$ cat config.mk
export PLATFORM = sky130hd
export DESIGN_NAME = wb_select_unit_flat
export DESIGN_NICKNAME = d
export VERILOG_FILES = /design/src/rtl/wb_select_unit_pkg.sv /design/src/rtl/wb_select_unit_if.sv /design/src/rtl/wb_select_unit_load_ext.sv /design/src/rtl/wb_select_unit.sv /design/src/flat_wrapper.sv
export SDC_FILE = /design/constraint.sdc
export NUM_CORES = 1
export LEC_CHECK = 0
export BUFFER_PORTS_ARGS = -buffer_cell sky130_fd_sc_hd__buf_4
export CAP_MARGIN = 20
export CORE_MARGIN = 10
export CORE_UTILIZATION = 49
export DETAILED_ROUTE_END_ITERATION = 16
export GPL_ROUTABILITY_DRIVEN = 0
export PLACE_DENSITY = 0.87
export SYNTH_ARGS = -nofsm -noshare
export SYNTH_HDL_FRONTEND = slang
export SYNTH_SLANG_ARGS = --single-unit
$ cat constraint.sdc
create_clock -name clk -period 3.8 [get_ports clk]
set_input_delay 0.38 -clock clk [delete_from_list [all_inputs] [get_ports clk]]
set_output_delay 0.38 -clock clk [all_outputs]
set_load 0.05 [all_outputs]
$ cat src/rtl/wb_select_unit_pkg.sv
// Shared encodings for the write-back selector.
// Covers destination select, data source, load op and FSM state codes.
package cpu_defs_pkg;

    localparam logic [1:0] A3_RD   = 2'd0;
    localparam logic [1:0] A3_RT   = 2'd1;
    localparam logic [1:0] A3_LINK = 2'd2;
    localparam logic [1:0] A3_NONE = 2'd3;

    localparam logic [1:0] WD_ALU = 2'd0;
    localparam logic [1:0] WD_DM  = 2'd1;
    localparam logic [1:0] WD_PC8 = 2'd2;
    localparam logic [1:0] WD_MDU = 2'd3;

    localparam logic [2:0] LD_LW  = 3'd0;
    localparam logic [2:0] LD_LH  = 3'd1;
    localparam logic [2:0] LD_LHU = 3'd2;
    localparam logic [2:0] LD_LB  = 3'd3;
    localparam logic [2:0] LD_LBU = 3'd4;

    typedef enum logic {
        IDLE     = 1'b0,
        WAIT_MDU = 1'b1
    } wb_state_t;

endpackage

$ cat src/rtl/wb_select_unit_if.sv
// MEM-to-WB bundle: instruction fields and sources in, register-file write out.
// master = MEM side / consumer of wr_*, slave = write-back selector.
interface wb_select_unit_if #(
    parameter int DATA_W = 32,
    parameter int ADDR_W = 5
);
    logic              flush;
    logic              in_valid;
    logic              in_ready;
    logic              reg_write;
    logic [1:0]        a3_sel;
    logic [1:0]        wd_sel;
    logic [2:0]        ld_op;
    logic [ADDR_W-1:0] rd;
    logic [ADDR_W-1:0] rt;
    logic [DATA_W-1:0] alu_out;
    logic [DATA_W-1:0] dm_out;
    logic [DATA_W-1:0] pc_plus8;
    logic              mdu_busy;
    logic [DATA_W-1:0] mdu_result;
    logic              wr_en;
    logic [ADDR_W-1:0] wr_addr;
    logic [DATA_W-1:0] wr_data;
    logic              align_err;

    modport master (
        output flush, in_valid, reg_write, a3_sel, wd_sel, ld_op,
        output rd, rt, alu_out, dm_out, pc_plus8, mdu_busy, mdu_result,
        input  in_ready, wr_en, wr_addr, wr_data, align_err
    );

    modport slave (
        input  flush, in_valid, reg_write, a3_sel, wd_sel, ld_op,
        input  rd, rt, alu_out, dm_out, pc_plus8, mdu_busy, mdu_result,
        output in_ready, wr_en, wr_addr, wr_data, align_err
    );

endinterface

$ cat src/rtl/wb_select_unit_load_ext.sv
// Sub-word load extraction and sign/zero extension.
// Ports: ld_op, offset (byte addr [1:0]), dm_out in; ext_data, misalign out.
module load_ext
    import cpu_defs_pkg::*;
#(
    parameter int DATA_W = 32
) (
    input  logic [2:0]        ld_op,
    input  logic [1:0]        offset,
    input  logic [DATA_W-1:0] dm_out,
    output logic [DATA_W-1:0] ext_data,
    output logic              misalign
);

    logic [7:0]  byte_sel;
    logic [15:0] half_sel;

    // Halfword select ignores offset[0]; misalignment is flagged instead.
    assign byte_sel = dm_out[{offset, 3'b000} +: 8];
    assign half_sel = dm_out[{offset[1], 4'b0000} +: 16];

    always_comb begin
        ext_data = dm_out;
        misalign = 1'b0;
        unique case (ld_op)
            LD_LB: ext_data = {{(DATA_W-8){byte_sel[7]}}, byte_sel};
            LD_LBU: ext_data = {{(DATA_W-8){1'b0}}, byte_sel};
            LD_LH: begin
                ext_data = {{(DATA_W-16){half_sel[15]}}, half_sel};
                misalign = offset[0];
            end
            LD_LHU: begin
                ext_data = {{(DATA_W-16){1'b0}}, half_sel};
                misalign = offset[0];
            end
            default: misalign = (offset != 2'b00);
        endcase
    end

endmodule

$ cat src/rtl/wb_select_unit.sv
// Write-back selector: destination/data mux, MDU stall FSM, output register.
// Ports: clk, reset (async, active-low), bus (slave side of wb_select_unit_if).
module wb_select_unit
    import cpu_defs_pkg::*;
#(
    parameter int DATA_W   = 32,
    parameter int ADDR_W   = 5,
    parameter int LINK_REG = 31
) (
    input  logic            clk,
    input  logic            reset,
    wb_select_unit_if.slave bus
);

    wb_state_t         state, state_n;
    logic              accept;
    logic              stall;
    logic              capture;
    logic [ADDR_W-1:0] addr;
    logic              we;
    logic [DATA_W-1:0] data;
    logic [DATA_W-1:0] ext_data;
    logic              misalign;
    logic [ADDR_W-1:0] hold_addr;
    logic              hold_we;
    logic              wr_en_q;
    logic [ADDR_W-1:0] wr_addr_q;
    logic [DATA_W-1:0] wr_data_q;
    logic              align_q;

    load_ext #(.DATA_W(DATA_W)) u_load_ext (
        .ld_op    (bus.ld_op),
        .offset   (bus.alu_out[1:0]),
        .dm_out   (bus.dm_out),
        .ext_data (ext_data),
        .misalign (misalign)
    );

    always_comb begin
        addr = '0;
        unique case (bus.a3_sel)
            A3_RD:   addr = bus.rd;
            A3_RT:   addr = bus.rt;
            A3_LINK: addr = ADDR_W'(LINK_REG);
            default: addr = '0;
        endcase
    end

    // Writes to $0 and reserved selects never reach the register file.
    assign we = bus.reg_write && (bus.a3_sel != A3_NONE) && (addr != '0);

    always_comb begin
        data = bus.alu_out;
        unique case (bus.wd_sel)
            WD_ALU:  data = bus.alu_out;
            WD_DM:   data = ext_data;
            WD_PC8:  data = bus.pc_plus8;
            default: data = bus.mdu_result;
        endcase
    end

    assign bus.in_ready = (state == IDLE);
    assign accept = bus.in_valid && bus.in_ready && !bus.flush;
    assign stall  = (bus.wd_sel == WD_MDU) && bus.mdu_busy;

    always_ff @(posedge clk or negedge reset) begin
        if (!reset) state <= IDLE;
        else        state <= state_n;
    end

    // Flush has priority over the MDU finishing in the same cycle.
    always_comb begin
        state_n = state;
        capture = 1'b0;
        unique case (state)
            IDLE: begin
                if (accept && stall) state_n = WAIT_MDU;
            end
            WAIT_MDU: begin
                if (bus.flush) begin
                    state_n = IDLE;
                end else if (!bus.mdu_busy) begin
                    state_n = IDLE;
                    capture = 1'b1;
                end
            end
            default: state_n = IDLE;
        endcase
    end

    always_ff @(posedge clk or negedge reset) begin
        if (!reset) begin
            hold_addr <= '0;
            hold_we   <= 1'b0;
            wr_en_q   <= 1'b0;
            wr_addr_q <= '0;
            wr_data_q <= '0;
            align_q   <= 1'b0;
        end else begin
            wr_en_q <= 1'b0;
            align_q <= 1'b0;
            if (accept) begin
                wr_addr_q <= addr;
                wr_data_q <= data;
                if (stall) begin
                    hold_addr <= addr;
                    hold_we   <= we;
                end else begin
                    wr_en_q <= we;
                    align_q <= misalign && (bus.wd_sel == WD_DM);
                end
            end else if (capture) begin
                wr_addr_q <= hold_addr;
                wr_data_q <= bus.mdu_result;
                wr_en_q   <= hold_we;
            end
        end
    end

    assign bus.wr_en     = wr_en_q;
    assign bus.wr_addr   = wr_addr_q;
    assign bus.wr_data   = wr_data_q;
    assign bus.align_err = align_q;

endmodule

$ cat src/flat_wrapper.sv
// flat-port wrapper written by rule: the top's interface ports become plain ports
module wb_select_unit_flat import cpu_defs_pkg::*;
#(
    parameter int DATA_W   = 32,
    parameter int ADDR_W   = 5,
    parameter int LINK_REG = 31
)
  (clk, reset, bus_flush, bus_in_valid, bus_reg_write, bus_a3_sel, bus_wd_sel, bus_ld_op, bus_rd, bus_rt, bus_alu_out, bus_dm_out, bus_pc_plus8, bus_mdu_busy, bus_mdu_result, bus_in_ready, bus_wr_en, bus_wr_addr, bus_wr_data, bus_align_err);
  wb_select_unit_if #(.DATA_W(DATA_W), .ADDR_W(ADDR_W)) bus_i ();
  input  logic clk;
  input  logic reset;
  input wire logic [$bits(bus_i.flush)-1:0] bus_flush;
  input wire logic [$bits(bus_i.in_valid)-1:0] bus_in_valid;
  input wire logic [$bits(bus_i.reg_write)-1:0] bus_reg_write;
  input wire logic [$bits(bus_i.a3_sel)-1:0] bus_a3_sel;
  input wire logic [$bits(bus_i.wd_sel)-1:0] bus_wd_sel;
  input wire logic [$bits(bus_i.ld_op)-1:0] bus_ld_op;
  input wire logic [$bits(bus_i.rd)-1:0] bus_rd;
  input wire logic [$bits(bus_i.rt)-1:0] bus_rt;
  input wire logic [$bits(bus_i.alu_out)-1:0] bus_alu_out;
  input wire logic [$bits(bus_i.dm_out)-1:0] bus_dm_out;
  input wire logic [$bits(bus_i.pc_plus8)-1:0] bus_pc_plus8;
  input wire logic [$bits(bus_i.mdu_busy)-1:0] bus_mdu_busy;
  input wire logic [$bits(bus_i.mdu_result)-1:0] bus_mdu_result;
  output wire logic [$bits(bus_i.in_ready)-1:0] bus_in_ready;
  output wire logic [$bits(bus_i.wr_en)-1:0] bus_wr_en;
  output wire logic [$bits(bus_i.wr_addr)-1:0] bus_wr_addr;
  output wire logic [$bits(bus_i.wr_data)-1:0] bus_wr_data;
  output wire logic [$bits(bus_i.align_err)-1:0] bus_align_err;
  assign bus_i.flush = bus_flush;
  assign bus_i.in_valid = bus_in_valid;
  assign bus_i.reg_write = bus_reg_write;
  assign bus_i.a3_sel = bus_a3_sel;
  assign bus_i.wd_sel = bus_wd_sel;
  assign bus_i.ld_op = bus_ld_op;
  assign bus_i.rd = bus_rd;
  assign bus_i.rt = bus_rt;
  assign bus_i.alu_out = bus_alu_out;
  assign bus_i.dm_out = bus_dm_out;
  assign bus_i.pc_plus8 = bus_pc_plus8;
  assign bus_i.mdu_busy = bus_mdu_busy;
  assign bus_i.mdu_result = bus_mdu_result;
  assign bus_in_ready = bus_i.in_ready;
  assign bus_wr_en = bus_i.wr_en;
  assign bus_wr_addr = bus_i.wr_addr;
  assign bus_wr_data = bus_i.wr_data;
  assign bus_align_err = bus_i.align_err;
  wb_select_unit #(.DATA_W(DATA_W), .ADDR_W(ADDR_W), .LINK_REG(LINK_REG)) u_core (.clk(clk), .reset(reset), .bus(bus_i));
endmodule
Word level (Yosys, flattened, before mapping)
Cells that the tools add are included.

Flip-flop bits (word level): 46. Bits of input ports: 151. Output and inout bits: 40. Logic and storage cells: 56.

Eq/ne operators: 10. Shift operators: 2. Muxes and demuxes: 20. Bitwise gates (word level): 1. Reductions and logical operators: 16.

Operator list (count): 32-bit case mux with 4 select lines (1); 32-bit case mux with 3 select lines (1); 32-bit 2-to-1 mux (2); 32-bit by 6-bit indexed part select with 16-bit output (1); 32-bit by 6-bit indexed part select with 8-bit output (1); 5-bit case mux with 3 select lines (1); 1-bit 2-to-1 mux (11); 5-bit 2-to-1 mux (2); 1-bit logical AND (7); 2-bit == test (second input constant) (3); 3-bit by 2-bit == test with 1-bit output (second input constant) (2); 5-bit nonzero test (1); 2-bit by 1-bit == test with 1-bit output (second input constant) (2); 2-bit zero test (2); 1-bit case mux with 2 select lines (2); 2-bit nonzero test (2); 2-bit OR reduction (2); 3-bit by 1-bit == test with 1-bit output (second input constant) (1); 3-bit == test (second input constant) (1); 2-bit != test (second input constant) (1); 2-bit AND reduction (1); 1-bit zero test (1); 1-bit inverter (1).

Longest topological paths before layout
Depth in word-level cells: 6. Gate-level depth with buffers: 7. Mapped depth without buffers: 5.

Modules after synthesis
A second synthesis with hierarchy kept.

Cells, all modules: 397. Area, all modules: 3523.4 µm².

By module, submodules not included: wb_select_unit (instances 1, cells each 288, area each 2757.6 µm², sequential area each 1151.1 µm²); load_ext (instances 1, cells each 109, area each 765.7 µm², sequential area each 0.0 µm²).

Worst setup path after synthesis
Ideal clock, no wire load.

Kind: input port to flip-flop. Start: input bus_alu_out[1]. End: register u_core.wr_data_q[16] (netlist: u_core.bus.wr_data[16]). Library setup time: 132 ps. Data arrival time: 1789 ps. Required time: 3668 ps. Setup slack: 1879 ps. Cell stages on the path: 6. Path buffers: 2. Cell sequence: buf_6 mux4_2 a311o_1 nand4_2 buf_6 o21ai_1.

Word-level cells in the longest chain between the ends: 4. Elaborated cells on any way between the ends: 5. Those cells by class: shift: 2; mux: 3.

Ends and longest elaborated chain: start: declaration (line flat_wrapper.sv:20) `input wire logic [$bits(bus_i.alu_out)-1:0] bus_alu_out;`; 32-bit by 6-bit indexed part select with 16-bit output or 32-bit by 6-bit indexed part select with 8-bit output (tied branches) (line wb_select_unit_load_ext.sv:20, wb_select_unit_load_ext.sv:19); 32-bit case mux with 4 select lines (*) (line wb_select_unit_load_ext.sv:25) `unique case (ld_op)`; 32-bit case mux with 3 select lines (*) (line wb_select_unit.sv:54) `unique case (bus.wd_sel)`; 32-bit 2-to-1 mux (*) (line wb_select_unit.sv:102) `if (accept) begin`; end signal: assignment (line wb_select_unit.sv:104) `wr_data_q <= data;`; end signal: assignment (line wb_select_unit.sv:114) `wr_data_q <= bus.mdu_result;`; end: declaration (line wb_select_unit.sv:28) `logic [DATA_W-1:0] wr_data_q;`.

Mark *: on every way between the ends. The rest lies on a longest branch, timed or not. A chain may end at the register's enable or synchronous reset.

Worst setup path in the final report
Start: register u_core.state. End: register u_core.wr_data_q[30] (netlist: u_core.bus.wr_data[30]).

Word-level cells in the longest chain between the ends: 4. Elaborated cells on any way between the ends: 6. Those cells by class: mux: 2; bitwise: 1; reduce/logical: 3.

Ends and longest elaborated chain: start: declaration (line wb_select_unit.sv:15) `wb_state_t state, state_n;`; start signal: assignment (line wb_select_unit.sv:68) `else state <= state_n;`; 1-bit inverter (line wb_select_unit.sv:62) `assign bus.in_ready = (state == IDLE);`; 1-bit logical AND (2 in series) (line wb_select_unit.sv:63) `assign accept = bus.in_valid && bus.in_ready && !bus.flush;`; 32-bit 2-to-1 mux or 2-bit nonzero test (tied branches).

Parallel ways exist; a longest one is shown, timed or not.

==> results <==
- The required arrival time at the worst endpoint is ~4.0 ns.
- The utilization of the core after routing is approximately three quarters.
- After synthesis, the share of flip-flops with an asynchronous set or reset is 100%.
- The xor-xnor portion of the synthesized cell area is less than 1%.
- The number of antenna cells inserted is 0.
- Ranked by total cell area, the synthesized netlist is headed by dfrtp_1, mux2i_1, nand2_1.
- The number of register bits inferred by synthesis is 46.
- The routed via count is 4,283.
- Once detail routing completed, the nets flagged for antenna violations numbered 0.
- The number of standard-cell rows in the floorplan is 30.
- The portion of the clock cycle consumed by the worst path in the final layout is between 60% and 70%.
- The run finished with clean final reports.
- between 150 and 200 I/O pins were placed.
- The flip-flop cell with the highest count after synthesis is dfrtp_1.
- The headroom to the max-slew limit is 34.7%.
- In the final routed layout, each cell accounts on average for 21.1 um.
- The total global routing overflow is 0.
- For this configuration, the core starts out at a cell density of between 50% and 60%.
- The post-detailed-route DRC marker count is 0.
- The area enclosed by the die boundary is approximately 11,000 sq um.
- The area growth from synthesis to final layout is 43.0%.
- Setup slack on the critical path of the routed design comes to roughly 1.3 ns.
- The area of the core is roughly 6900 sq um.
- The highest routing layer actually used is met4.
- The net count after synthesis is about 600.
- The signal arrival time at the worst endpoint is ~2.7 ns.
- The layout has roughly 550 filler cells.
- Setup repair after global routing left no endpoint under its margin.
- After synthesis, the share of cell area in mux cells is 12.3%.
- Hold repair after CTS inserted 0 buffers.
- The number of enable flip-flop cells after synthesis is 0.
- The kind of launch point of the worst setup path is a flop.
- In this run, placement finished with an instance count of a little under 700.
- The area of the mapped netlist is approximately 3500 sq um.
- The number of buffers inserted during clock tree synthesis is 5.
- The simple logic cell fraction of the synthesized area is 21.6%.
- The initial antenna violation count is 0.
- The first global-routing pass estimated 22,600 um of wire.
- The overall power is roughly 1.8 mW.
- The finished cells cover roughly 5000 sq um.
- The setup-violating endpoint count in the final report is 0.
- Clock tree synthesis selected as its root buffer the cell clkbuf_8.
- A synthesized cell averages around 8.1 sq um.
- The setup path with the least slack is of type reg2reg.
- The standard cell area after detailed placement is about 4900 sq um.
- In this run the post-CTS setup repair buffer count came out at 0.
- The later pin in the worst-skew pair is clocked with a latency of 0.31 ns.
- Summed over all nets, the half-perimeter wirelength after detailed placement is roughly 11,000 um.
- At the pin with the least slew margin, the transition time is 0.980 ns.
- The pin count of the biggest net entering global routing is 57.
- Gates resized during post-CTS repair numbered 0.
- The highest fanout seen on the critical path is 19.
- The wire length on met2 is about 7000 um.
- In the global route stage, overall resource usage came out at 24.6%.
- After detailed routing, the wire length on met1 is around 6000 um.
- The TritonCTS clock tree is yes.
- By area, the combinational part of the netlist is dominated by compound AO/OA/AOI/OAI gates.
- Summed over all instances, the cell type with the most area after synthesis is dfrtp_1.
- Across all hold checks on the routed design, the worst slack comes to around 0.065 ns.
- After clock tree synthesis, the clock-pin slew on the worst setup and hold paths is around 0.10 ns.
- Summing the sequential cell areas from Yosys gives between 30% and 40% of the chip area.
- Summing the areas of all compound-gate instances in the mapped netlist gives around 28% of the synthesized area.
- In the detailed route, the total length drawn on met3 is roughly 1300 um.
- Summing the areas of all fa, ha and maj instances in the mapped netlist gives 0% of the synthesized area.
- The time the final worst path needs with I/O delays and setup is roughly 2.5 ns.
- By count the netlist is led by nand2_1, nor2_1, dfrtp_1.
- Yosys printed 0 warnings.
- The detailed-router iteration count before antenna repair is 9.
- The number of pins with negative max-slew slack in the final report is 0.
- Clock tree synthesis found a total of 46 sinks.
- The kind of end point of the critical path is a flop.
- Across the run, the number of max-cap violations was 0.
- From bottom edge to top edge, the die measures ~100 um.
- The analysis attributes to cell leakage a power of 2.37 nW.
- In the synthesized netlist, the number of instances is around 430.
- The number of nets in the finished design is 749.
- The number of different library cells used by synthesis comes to 45.
- The most repeated cell in the gate-level netlist after synthesis is nand2_1.
- Port buffering added 190 buffers.
- The die boundary width is between 100 and 150 um.
- The maximum clock frequency is a little under 400 MHz.
- The via count normalized by instance count is a little over 6.
- The number of DRC violations after detailed-routing iteration 0 is between 400 and 500.
- Dividing total power by cell area gives a power density of between 300 and 400 nW/um^2.
- The final cell count without fillers is approximately 700.
- The largest clock skew in the final design is about 0.011 ns.
- The worst-case vdd ir drop is between 0.0002 and 0.00025 V.
- The number of buffers between clock root and the deepest sink is 2.
- The via count of the first global-routing pass is 4,162.
- The share of synthesized area in the top cell type comes to around a third.
- The setup TNS after final layout is 0 ns.
- Wires add up to 14,600 um.
- In this run the worst hold path is classified as in2async.
- The final hold violation count is 0.
- The number of H-tree levels is 2.
- Measured in cells, the most critical reg-to-reg path has a length of 5.
- In the final layout, the share of cells above drive strength 1 is between 30% and 40%.
- The post-placement setup slack is 1.26 ns.
worst paths after layout:
kind                            slack (ns)                start                      to
worst max-delay path                  1.27         u_core.state  u_core.bus.wr_data[30]
worst min-delay path                  0.07                reset     u_core.hold_addr[2]
worst max register to register        1.27         u_core.state  u_core.bus.wr_data[30]
worst min register to register        0.49  u_core.hold_addr[3]     u_core.hold_addr[3]
max in group asynchronous             3.33                reset  u_core.bus.wr_data[14]
min in group clk                      0.30   bus_mdu_result[25]  u_core.bus.wr_data[25]
kinds of logic after synthesis:
group,Yosys count
simple gates,172
compound gates,136
flops,46
mux,42
buf+inv,37
xor+xnor,1
metal layers:
layer	track usage, %	vias to the layer above
li1	-	1954
met1	31.1	2002
met3	5.10	31
met5	0	-
met2	41.1	296
met4	7.35	0
final cells by class:
class	count	area (sq um)	area share, %
Clock buffer	5	68.8	1.36
Clock inverter	3	43.8	0.868
Inverter	2	7.51	0.149
Multi-Input combinational cell	351	2210	43.8
Sequential cell	46	1150	22.8
Tap cell	96	120	2.38
Timing Repair Buffer	192	1440	28.6
flip-flops by register name, summed over array words and instances, names as in the netlist:
register and cells:
u_core.bus.wr_addr 5, u_core.hold_we 1, u_core.bus.wr_en 1, u_core.bus.align_err 1
u_core.bus.wr_data 32, u_core.hold_addr 5, u_core.state 1
critical path, stage by stage, from the launching register on:
cell and delay (ns):
dfrtp_1 0.45, or3b_1 0.67, a21oi_4 0.53, nor2_2 0.26, a221oi_1 0.35, o21ai_0 0.14
placed cells by master, fill, tap and decap left out, types with 9 or more instances in the layout:
cell type	netlist	layout
nand2_1	65	65
o211ai_1	10	10
mux2i_1	40	40
dfrtp_1	46	46
a21oi_1	9	9
a221o_1	11	11
nor2_1	64	63
buf_4	2	192
a221oi_1	16	16
o21ai_1	11	11
o21ai_0	36	36
nand2b_1	12	12
power by group:
part | total, mW | switching (mW) | internal, mW
registers | 0.625 | 0.0524 | 0.573
logic | 0.832 | 0.514 | 0.318
clock network | 0.387 | 0.189 | 0.198
No activity file was read; power rests on OpenSTA's default activity.
